### src/rtl/fetch_unit.sv
// Instruction fetch stage: reads one word at a time into a single-entry instruction
// register, pulses pc_inc per captured word and forwards branch redirects to the PC.
module fetch_unit #(
  parameter int unsigned ADDR_W = 11,
  parameter int unsigned DATA_W = 16
) (
  input  logic              clk,
  input  logic              rst_n,
  input  logic [ADDR_W-1:0] pc,
  output logic              pc_inc,
  output logic              pc_load,
  output logic [ADDR_W-1:0] pc_target,
  input  logic              br_valid,
  input  logic [ADDR_W-1:0] br_target,
  output logic              mem_req,
  output logic [ADDR_W-1:0] mem_addr,
  input  logic              mem_ack,
  input  logic [DATA_W-1:0] mem_rdata,
  output logic              ir_valid,
  output logic [DATA_W-1:0] ir_data,
  output logic [ADDR_W-1:0] ir_pc,
  input  logic              ir_ready
);

  typedef enum logic [1:0] {
    S_IDLE  = 2'd0,
    S_REQ   = 2'd1,
    S_HOLD  = 2'd2,
    S_DRAIN = 2'd3
  } state_t;

  state_t              state, state_nx;
  logic [ADDR_W-1:0]   pending, pending_nx;
  logic                pc_inc_nx, pc_load_nx, mem_req_nx, ir_valid_nx;
  logic [ADDR_W-1:0]   pc_target_nx, mem_addr_nx, ir_pc_nx;
  logic [DATA_W-1:0]   ir_data_nx;

  // State and registered outputs
  always_ff @(posedge clk) begin
    if (!rst_n) begin
      state     <= S_IDLE;
      pending   <= '0;
      pc_inc    <= 1'b0;
      pc_load   <= 1'b0;
      pc_target <= '0;
      mem_req   <= 1'b0;
      mem_addr  <= '0;
      ir_valid  <= 1'b0;
      ir_data   <= '0;
      ir_pc     <= '0;
    end else begin
      state     <= state_nx;
      pending   <= pending_nx;
      pc_inc    <= pc_inc_nx;
      pc_load   <= pc_load_nx;
      pc_target <= pc_target_nx;
      mem_req   <= mem_req_nx;
      mem_addr  <= mem_addr_nx;
      ir_valid  <= ir_valid_nx;
      ir_data   <= ir_data_nx;
      ir_pc     <= ir_pc_nx;
    end
  end

  // Next-state logic; an issued request can never be withdrawn, hence DRAIN
  always_comb begin
    state_nx = state;
    unique case (state)
      S_IDLE:  state_nx = S_REQ;
      S_REQ: begin
        if (br_valid)     state_nx = mem_ack ? S_REQ : S_DRAIN;
        else if (mem_ack) state_nx = S_HOLD;
      end
      S_HOLD:  if (br_valid || ir_ready) state_nx = S_REQ;
      S_DRAIN: if (mem_ack) state_nx = S_REQ;
      default: state_nx = S_IDLE;
    endcase
  end

  // Next values of the registered outputs
  always_comb begin
    pc_inc_nx    = 1'b0;
    pc_load_nx   = 1'b0;
    pc_target_nx = pc_target;
    mem_req_nx   = mem_req;
    mem_addr_nx  = mem_addr;
    ir_valid_nx  = ir_valid;
    ir_data_nx   = ir_data;
    ir_pc_nx     = ir_pc;
    pending_nx   = pending;

    if (br_valid && state != S_IDLE) begin
      pc_load_nx   = 1'b1;
      pc_target_nx = br_target;
      ir_valid_nx  = 1'b0;
    end

    unique case (state)
      S_IDLE: begin
        mem_addr_nx = pc;
        mem_req_nx  = 1'b1;
      end
      S_REQ: begin
        if (br_valid) begin
          if (mem_ack) mem_addr_nx = br_target;
          else         pending_nx  = br_target;
        end else if (mem_ack) begin
          ir_data_nx  = mem_rdata;
          ir_pc_nx    = mem_addr;
          ir_valid_nx = 1'b1;
          mem_req_nx  = 1'b0;
          pc_inc_nx   = 1'b1;
        end
      end
      S_HOLD: begin
        if (br_valid) begin
          mem_addr_nx = br_target;
          mem_req_nx  = 1'b1;
        end else if (ir_ready) begin
          ir_valid_nx = 1'b0;
          mem_addr_nx = ir_pc + ADDR_W'(1);
          mem_req_nx  = 1'b1;
        end
      end
      S_DRAIN: begin
        if (br_valid) pending_nx = br_target;
        if (mem_ack) begin
          mem_addr_nx = br_valid ? br_target : pending;
          mem_req_nx  = 1'b1;
        end
      end
      default: ;
    endcase
  end

endmodule
### config.mk
export PLATFORM = sky130hd
export DESIGN_NAME = fetch_unit
export DESIGN_NICKNAME = d
export VERILOG_FILES = /design/src/rtl/fetch_unit.sv
export SDC_FILE = /design/constraint.sdc
export NUM_CORES = 1
export LEC_CHECK = 0
export BUFFER_PORTS_ARGS = -buffer_cell sky130_fd_sc_hd__buf_4
export CAP_MARGIN = 40
export CORE_ASPECT_RATIO = 1.25
export CORE_MARGIN = 2
export CORE_UTILIZATION = 26
export DETAILED_ROUTE_END_ITERATION = 10
export HOLD_SLACK_MARGIN = 0.06
export PLACE_DENSITY = 0.47
export SLEW_MARGIN = 5
export SYNTH_ARGS = -nofsm -noshare
export SYNTH_HDL_FRONTEND = slang
export SYNTH_SLANG_ARGS = --single-unit
### constraint.sdc
create_clock -name clk -period 2.3 [get_ports clk]
set_input_delay 0.23 -clock clk [delete_from_list [all_inputs] [get_ports clk]]
set_output_delay 0.23 -clock clk [all_outputs]
set_load 0.02 [all_outputs]
==> results of run 1 <==
-- path summary, 6_finish.rpt --
path	startpoint	to	slack, ns	cells after the start
setup / recovery	state[0]	mem_addr[4]	0.27	7
setup reg to reg	state[0]	mem_addr[4]	0.27	7
hold / removal	mem_rdata[14]	ir_data[14]	0.14	3
hold reg to reg	pc_target[0]	pc_target[0]	0.45	2
-- power breakdown --
part	switching (mW)	internal, mW	leakage, nW
Sequential	0.0544	1.21	0.538
Clock	0.543	0.946	0.151
Combinational	0.327	0.236	1.02
Total	0.925	2.40	1.71
-- kinds of logic (layout without fill, tap and decap cells) --
group / Yosys count / after routing / synth area share
buf+inv: 39 / 133 / 0.06656
mux: 5 / 5 / 0.01695
simple gates: 148 / 148 / 0.2100
fa+ha+maj: 5 / 5 / 0.02067
xor+xnor: 8 / 8 / 0.02315
compound gates: 110 / 110 / 0.2261
flops: 66 / 66 / 0.4365
-- cells in the final DEF (no fill, tap or decap), types with 3 or more instances in the layout --
cell type                   Yosys  final
sky130_fd_sc_hd__nand2_1      103    103
sky130_fd_sc_hd__buf_4          3    103
sky130_fd_sc_hd__dfxtp_1       66     66
sky130_fd_sc_hd__a21oi_1       57     57
sky130_fd_sc_hd__o21ai_0       18     18
sky130_fd_sc_hd__nand3_1       15     15
sky130_fd_sc_hd__inv_1         11     11
sky130_fd_sc_hd__nor2_1        10     10
sky130_fd_sc_hd__clkbuf_16      0      9
sky130_fd_sc_hd__xor2_1         6      6
sky130_fd_sc_hd__a221oi_1       5      5
sky130_fd_sc_hd__ha_1           5      5
sky130_fd_sc_hd__a32o_1         4      4
sky130_fd_sc_hd__a221o_1        4      4
sky130_fd_sc_hd__mux2i_1        4      4
sky130_fd_sc_hd__nand4_1        3      3
sky130_fd_sc_hd__and3_1         3      3
sky130_fd_sc_hd__nor3_1         3      3
-- area by class of cell --
type	instances	area, sq um	area share
Clock buffer	9	225.2	0.05415
Clock inverter	7	93.84	0.02256
Inverter	13	48.80	0.01173
Multi-Input combinational cell	276	1504	0.3616
Sequential cell	66	1321	0.3177
Tap cell	138	172.7	0.04152
Timing Repair Buffer	104	793.3	0.1907
-- routing by layer --
metal / track usage / vias to the layer above / part of all wire
met4: 0.04915 / 0 / 0.012
met5: 0 / - / 0
li1: - / 1499 / -
met3: 0.05387 / 10 / 0.062
met1: 0.1994 / 1420 / 0.44
met2: 0.2641 / 90 / 0.48
-- Yosys cell counts, types with 2 or more instances --
master / n
sky130_fd_sc_hd__buf_2: 5
sky130_fd_sc_hd__mux2i_1: 4
sky130_fd_sc_hd__a2111oi_1: 2
sky130_fd_sc_hd__a2111oi_0: 2
sky130_fd_sc_hd__buf_4: 3
sky130_fd_sc_hd__ha_1: 5
sky130_fd_sc_hd__nor2_1: 10
sky130_fd_sc_hd__xnor2_1: 2
sky130_fd_sc_hd__nand2b_1: 2
sky130_fd_sc_hd__a221oi_1: 5
sky130_fd_sc_hd__nand3_1: 15
sky130_fd_sc_hd__a32o_1: 4
sky130_fd_sc_hd__dfxtp_1: 66
sky130_fd_sc_hd__nor3_1: 3
sky130_fd_sc_hd__a221o_1: 4
sky130_fd_sc_hd__inv_2: 2
sky130_fd_sc_hd__nand2_1: 103
sky130_fd_sc_hd__o21ai_0: 18
sky130_fd_sc_hd__a22oi_1: 2
sky130_fd_sc_hd__a22o_1: 2
sky130_fd_sc_hd__clkbuf_1: 13
sky130_fd_sc_hd__inv_1: 11
sky130_fd_sc_hd__buf_6: 5
sky130_fd_sc_hd__nand4_1: 3
sky130_fd_sc_hd__xor2_1: 6
sky130_fd_sc_hd__a31oi_1: 2
sky130_fd_sc_hd__a21oi_1: 57
sky130_fd_sc_hd__and3_1: 3
-- registers in the layout, indices dropped and copies added, names as in the netlist --
register   cells
pc_target     11
pc_inc         1
state          2
pending       11
ir_data       16
pc_load        1
ir_pc         11
mem_addr      11
mem_req        1
ir_valid       1
-- critical path, cell delays in order (launching register included) --
cell                        delay (ns)
sky130_fd_sc_hd__dfxtp_1          0.33
sky130_fd_sc_hd__inv_1            0.10
sky130_fd_sc_hd__ha_1             0.38
sky130_fd_sc_hd__a21oi_1          0.14
sky130_fd_sc_hd__o22ai_2          0.30
sky130_fd_sc_hd__buf_4            0.21
sky130_fd_sc_hd__a2111oi_0        0.07
sky130_fd_sc_hd__a2111oi_1        0.38
-- per-stage QoR --
stage,setup slack (ns),area (sq um),std cells
after floorplan,0.5888,3027,381
after global placement,0.3478,3840,597
after detailed placement,0.2837,3840,597
after CTS,0.2710,4159,613
after global routing,0.1331,4159,613
final,0.2684,4159,613
==> results summary, run 1 <==
The run finished with clean final reports. The biggest area contributor in the post-synthesis netlist is sky130_fd_sc_hd__dfxtp_1. The starting density of the core came out at 0.2630. The highest net fanout along the worst path is 10. Setup repair after global routing left no endpoint under its margin.

The post-cts hold buffer count is 0. The clock sink total came out at 66. The number of setup buffers added after CTS came out at 0. The number of distinct library cells after synthesis came out at 50. The synthesized area per cell is 7.944 sq um. The final-report hold violation count came out at 0.

The final number of max-transition violations is 0. Overall power consumption after layout is estimated at 3.321 mW. The via count of the first global-routing pass came out at about 3,000. The fraction of registers with async set/reset is 0. The post-cts sizing count came out at 0.

The first global-routing pass estimated 15,640 um of wire. The cell count after synthesis is 381. The measured slew at the worst slew-check pin came out at 0.5573 ns. In this run the static leakage power is 1.706 nW. The fraction of final layout cells with drive strength greater than 1 is 0.2737. The critical path is of the flip-flop to flip-flop type.

Across the run, the number of max-cap violations was 0. The synthesis warning total came out at 0. The clock reaches the later pin of the worst-skew pair after 0.34 ns. The part of the Yosys area used for sequential elements came out at 0.4365.

The net count of the mapped netlist came out at approximately 430. The residual antenna-violating net count after detailed routing came out at 0. The antenna diode count came out at 0.

The average via count per standard cell is 4.925. The floorplan die width came out at about 100 um. The number of flip-flops and latches in the synthesized netlist came out at between 60 and 70. The post-synthesis to final-layout area growth came out at 37.41%. Entering global routing, the biggest net connects 35 pins.

The number of buffers inserted by port buffering came out at 95. The shortest clock period the worst path allows after layout came out at 2.032 ns. The min-delay analysis places its worst path in the category input port to flip-flop. The worst vdd rail ir drop is 0.3914 mV.

The total area inside the core boundary comes to roughly 12,000 sq um. The number of enable flip-flop cells after synthesis came out at 0. The wire length reported by the detailed router came out at between 9000 and 10,000 um. The worst path arrival time came out at roughly 2.3 ns. The overall global routing resource usage came out at 0.1615. For this block, the via count after detailed routing is 3,019. Detailed placement ended at an HPWL of between 7000 and 8000 um.

The last weighted congestion value of the routability-driven placer came out at 0.8381. The commonest register cell after synthesis is sky130_fd_sc_hd__dfxtp_1. Dividing the final minimum period by the clock period gives 0.8833. The number of iterations in the first detailed-routing pass is 5. The detailed router finished its first iteration with 133 violations. The tightest hold path in the finished design has a slack of 0.1353 ns.

The post-route setup TNS came out at 0 ns. The required time at the worst-slack endpoint is around 2.5 ns. The cell sitting at the root of the clock tree is a sky130_fd_sc_hd__clkbuf_16.

The worst setup path is captured at a flip-flop. The final-stage net count came out at 518. The power density relative to cell area came out at 798.4 nW/um^2. The total clock buffers created by CTS came out at 9. The share of synthesized area in the top cell type comes to 0.4365. The share of the core filled with cells came out at 0.3615. The netlist area before placement is between 3000 and 4000 sq um. The worst slew margin relative to its limit came out at 0.6279.

The number of failing setup endpoints in the final timing report is 0. The total number of H-tree levels is 3. TritonCTS built the clock tree.

The count of pins on the block boundary came out at 96. The area of the die is 12,530 sq um. In the post-synthesis netlist, the biggest area contributors are sky130_fd_sc_hd__dfxtp_1 44%, sky130_fd_sc_hd__nand2_1 13%, sky130_fd_sc_hd__a21oi_1 9.4%, sky130_fd_sc_hd__o21ai_0 3.0%, sky130_fd_sc_hd__nand3_1 2.5%. For this run, design rule violations remaining after detail routing come to 0. The overall overflow remaining after global route is 0.

The clock tree buffer depth is 2. The peak clock frequency supported by timing came out at between 400 and 500 MHz. The row count came out at 44. STA classifies the critical path startpoint as a flip-flop.

After clock tree synthesis, the clock-pin slew on the worst setup and hold paths is 0.06 ns. After detailed routing, the average wire length per cell comes to 15.98 um. The filler cells instantiated in the layout total 1,193.

The floorplan die height came out at about 120 um. The initial antenna violation count was 0. The worst clock skew on the final layout is 0.01061 ns.
Power figures use the tool's default switching activity.
==> inputs of run 2 (changes only) <==
--- a/config.mk
+++ b/config.mk
@@ -9,10 +9,10 @@
 export CAP_MARGIN = 40
 export CORE_ASPECT_RATIO = 1.25
 export CORE_MARGIN = 2
-export CORE_UTILIZATION = 26
+export CORE_UTILIZATION = 50
 export DETAILED_ROUTE_END_ITERATION = 10
 export HOLD_SLACK_MARGIN = 0.06
-export PLACE_DENSITY = 0.47
+export PLACE_DENSITY = 0.8
 export SLEW_MARGIN = 5
 export SYNTH_ARGS = -nofsm -noshare
 export SYNTH_HDL_FRONTEND = slang
==> results summary, run 2 (synthesis results as in run 1) <==
The run finished with clean final reports. The clock sink total came to 66 (unchanged). The worst clock skew on the final layout came out at 0.009780 ns (-0.0008330 ns).

The number of design rule violations left after detail routing is 0 (unchanged). The clock tree buffer depth is 2 (unchanged). The post-placement setup slack is 0.3164 ns (+0.03264 ns).

The number of iterations in the first detailed-routing pass was 4 (-1). The post-cts hold buffer count came to 0 (unchanged). The leakage power summed over all cells was 1.668 nW (-2.3%). By startpoint and endpoint, the worst setup path is classified as flip-flop to flip-flop.

The instance area at placement is 3765 sq um (-2.0%). The routed wirelength normalized by instance count came out at 15.82 um (-0.99%). The residual antenna-violating net count after detailed routing is 0 (unchanged). The source-to-sink clock delay at the later pin of the worst-skew pair is 0.34 ns (about the same). The worst vdd rail ir drop came out at 0.5434 mV (+39%). The final cell count without fillers is 543 (-11%). The ratio of final minimum period to clock period came out at 0.8794 (-0.003885).

The final design area excluding fillers came out at 3968 sq um (-4.6%). The area of the die came out at 6696 sq um (-47%). The post-placement cell count came out at 527 (-12%). Leaving out fill and tap cells, the most frequent cells in the layout are 105 x sky130_fd_sc_hd__buf_4, 103 x sky130_fd_sc_hd__nand2_1, 66 x sky130_fd_sc_hd__dfxtp_1. The flip-flop count of the largest register, all copies and words added came to 16 (unchanged). The post-synthesis to final-layout area growth came out at 31.09%. The final-report hold violation count came out at 0 (unchanged).

Setup repair after global routing left no endpoint under its margin. The count of pins on the block boundary is 96 (unchanged). The initial antenna violation count came to 0 (unchanged).

The fraction of final layout cells with drive strength greater than 1 came out at 0.2767 (+0.003045). The total number of vias came out at 3,021 (+0.066%). The worst setup path is captured at a flip-flop. The placeable core region came out at 5818 sq um (-49%). The final number of max-transition violations was 0 (unchanged).

The floorplan die height came out at 90.99 um (-27%). The via count of the first global-routing pass is 2,958 (-1.8%). The maximum number of pins on one net before global-route repair came out at 45 (+29%).

The overall overflow remaining after global route came out at 0 (unchanged). The number of violations reported at the end of detailed-routing iteration 0 came out at 198 (+49%). The number of fill cells in the layout came to 503 (-58%). The required time at the worst-slack endpoint came out at 2.52 ns (about the same). The register area is 1321 sq um (unchanged). The highest net fanout along the worst path is 10 (unchanged). The number of failing setup endpoints in the final timing report came out at 0 (unchanged).

The HPWL after detailed placement came to 6302 um (-10%). The register with the most flip-flops in the final layout is ir_data. The multi-input gate area in the final layout came out at 1504 sq um (unchanged). The worst slew margin relative to its limit came out at 0.7466 (+0.1187). The post-cts sizing count came out at 0 (unchanged).

The number of buffers inserted by port buffering is 95 (unchanged). The antenna diode count is 0 (unchanged). The last weighted congestion value of the routability-driven placer was 0.8968 (+7.0%).

The post-route setup TNS came out at 0 ns (unchanged). The wire length reported by the detailed router is 8590 um (-12%). Leaving out fill and tap cells, the most frequent cell in the layout is sky130_fd_sc_hd__buf_4. TritonCTS built the clock tree.

The starting density of the core came out at 0.5202 (+0.2572). The average via count per standard cell came out at 5.564 (+13%). The type of origin of the critical path is a flip-flop.

The power density relative to cell area is 713.7 nW/um^2 (-11%). The shortest clock period the worst path allows after layout is 2.023 ns (-0.008935 ns). The peak clock frequency supported by timing came out at 494.4 MHz (+0.44%). The measured slew at the worst slew-check pin was 0.3705 ns (-0.1868 ns).

The total number of H-tree levels came out at 3 (unchanged). The floorplan die width was 73.59 um (-27%). The row count came out at 31 (-30%).

The final-stage net count was 520 (+0.39%). In this run the clock root is driven by a sky130_fd_sc_hd__clkbuf_8. The total power after layout came out at 2.832 mW (-15%). The clock slew seen by the registers of the worst setup and hold paths came to 0.07 ns (about the same). The overall global routing resource usage came out at 0.2678 (+0.1064). The number of setup buffers added after CTS was 0 (unchanged). The global-route wire length before repair is 13,880 um (-11%). The number of maximum-capacitance violations is 0 (unchanged). The worst path arrival time is 2.24 ns (about the same). The smallest setup slack after layout is 0.2773 ns (+0.008935 ns). The worst min-delay path class is input port to flip-flop. The total clock buffers created by CTS is 9 (unchanged).
-- run 2: changes by cell type in the layout (fill, tap and decap cells not counted), sizes merged --
cell | previous run | this run
buf | 104 | 106
clkinvlp | 2 | 1
inv | 13 | 14
bufinv | 2 | 1
clkbuf | 9 | 10
-- run 2: final timing paths --
path                                   start          end  slack [ns]  cells past startpoint
worst min register to register    ir_data[4]   ir_data[4]        0.46                      2
worst min-delay path            mem_rdata[0]   ir_data[0]        0.13                      3
worst max register to register      state[0]  mem_addr[4]        0.28                      7
worst max-delay path                state[0]  mem_addr[4]        0.28                      7
-- run 2: layout make-up --
type	instances	share of cell area
clock buffers	10	0.03469
well taps	66	0.02081
clock inverters	6	0.01640
multi-input cells	276	0.3791
repair buffers	106	0.2037
inverters	13	0.01230
flip-flops and latches	66	0.3330
-- run 2: per-layer routing --
layer	global-route usage	routed length, um	up-vias
met5	0	0	-
met4	0.1258	195	0
met3	0.07658	584	17
met2	0.4204	4259	113
met1	0.3324	3550	1396
li1	-	-	1495
-- run 2: critical path, stage by stage (launching register included) --
cell	delay (ns)
sky130_fd_sc_hd__dfxtp_1	0.34
sky130_fd_sc_hd__inv_1	0.09
sky130_fd_sc_hd__ha_1	0.38
sky130_fd_sc_hd__a21oi_1	0.15
sky130_fd_sc_hd__o22ai_2	0.27
sky130_fd_sc_hd__buf_4	0.21
sky130_fd_sc_hd__a2111oi_0	0.06
sky130_fd_sc_hd__a2111oi_1	0.39
-- run 2: metrics by stage --
step | util | hold WS (ns)
6_report | 0.6819 | 0.1334
4_1_cts | 0.6819 | 0.1159
3_3_place_gp | 0.6437 | 0.4422
2_1_floorplan | - | 0.3660
5_1_grt | 0.6819 | 0.1113
3_5_place_dp | 0.6471 | 0.4483
-- run 2: where the power goes --
group,internal [mW],switching [mW],total [mW]
sequential,1.21,0.0531,1.26
clock,0.532,0.470,1.00
combinational,0.240,0.325,0.565
total,1.98,0.848,2.83
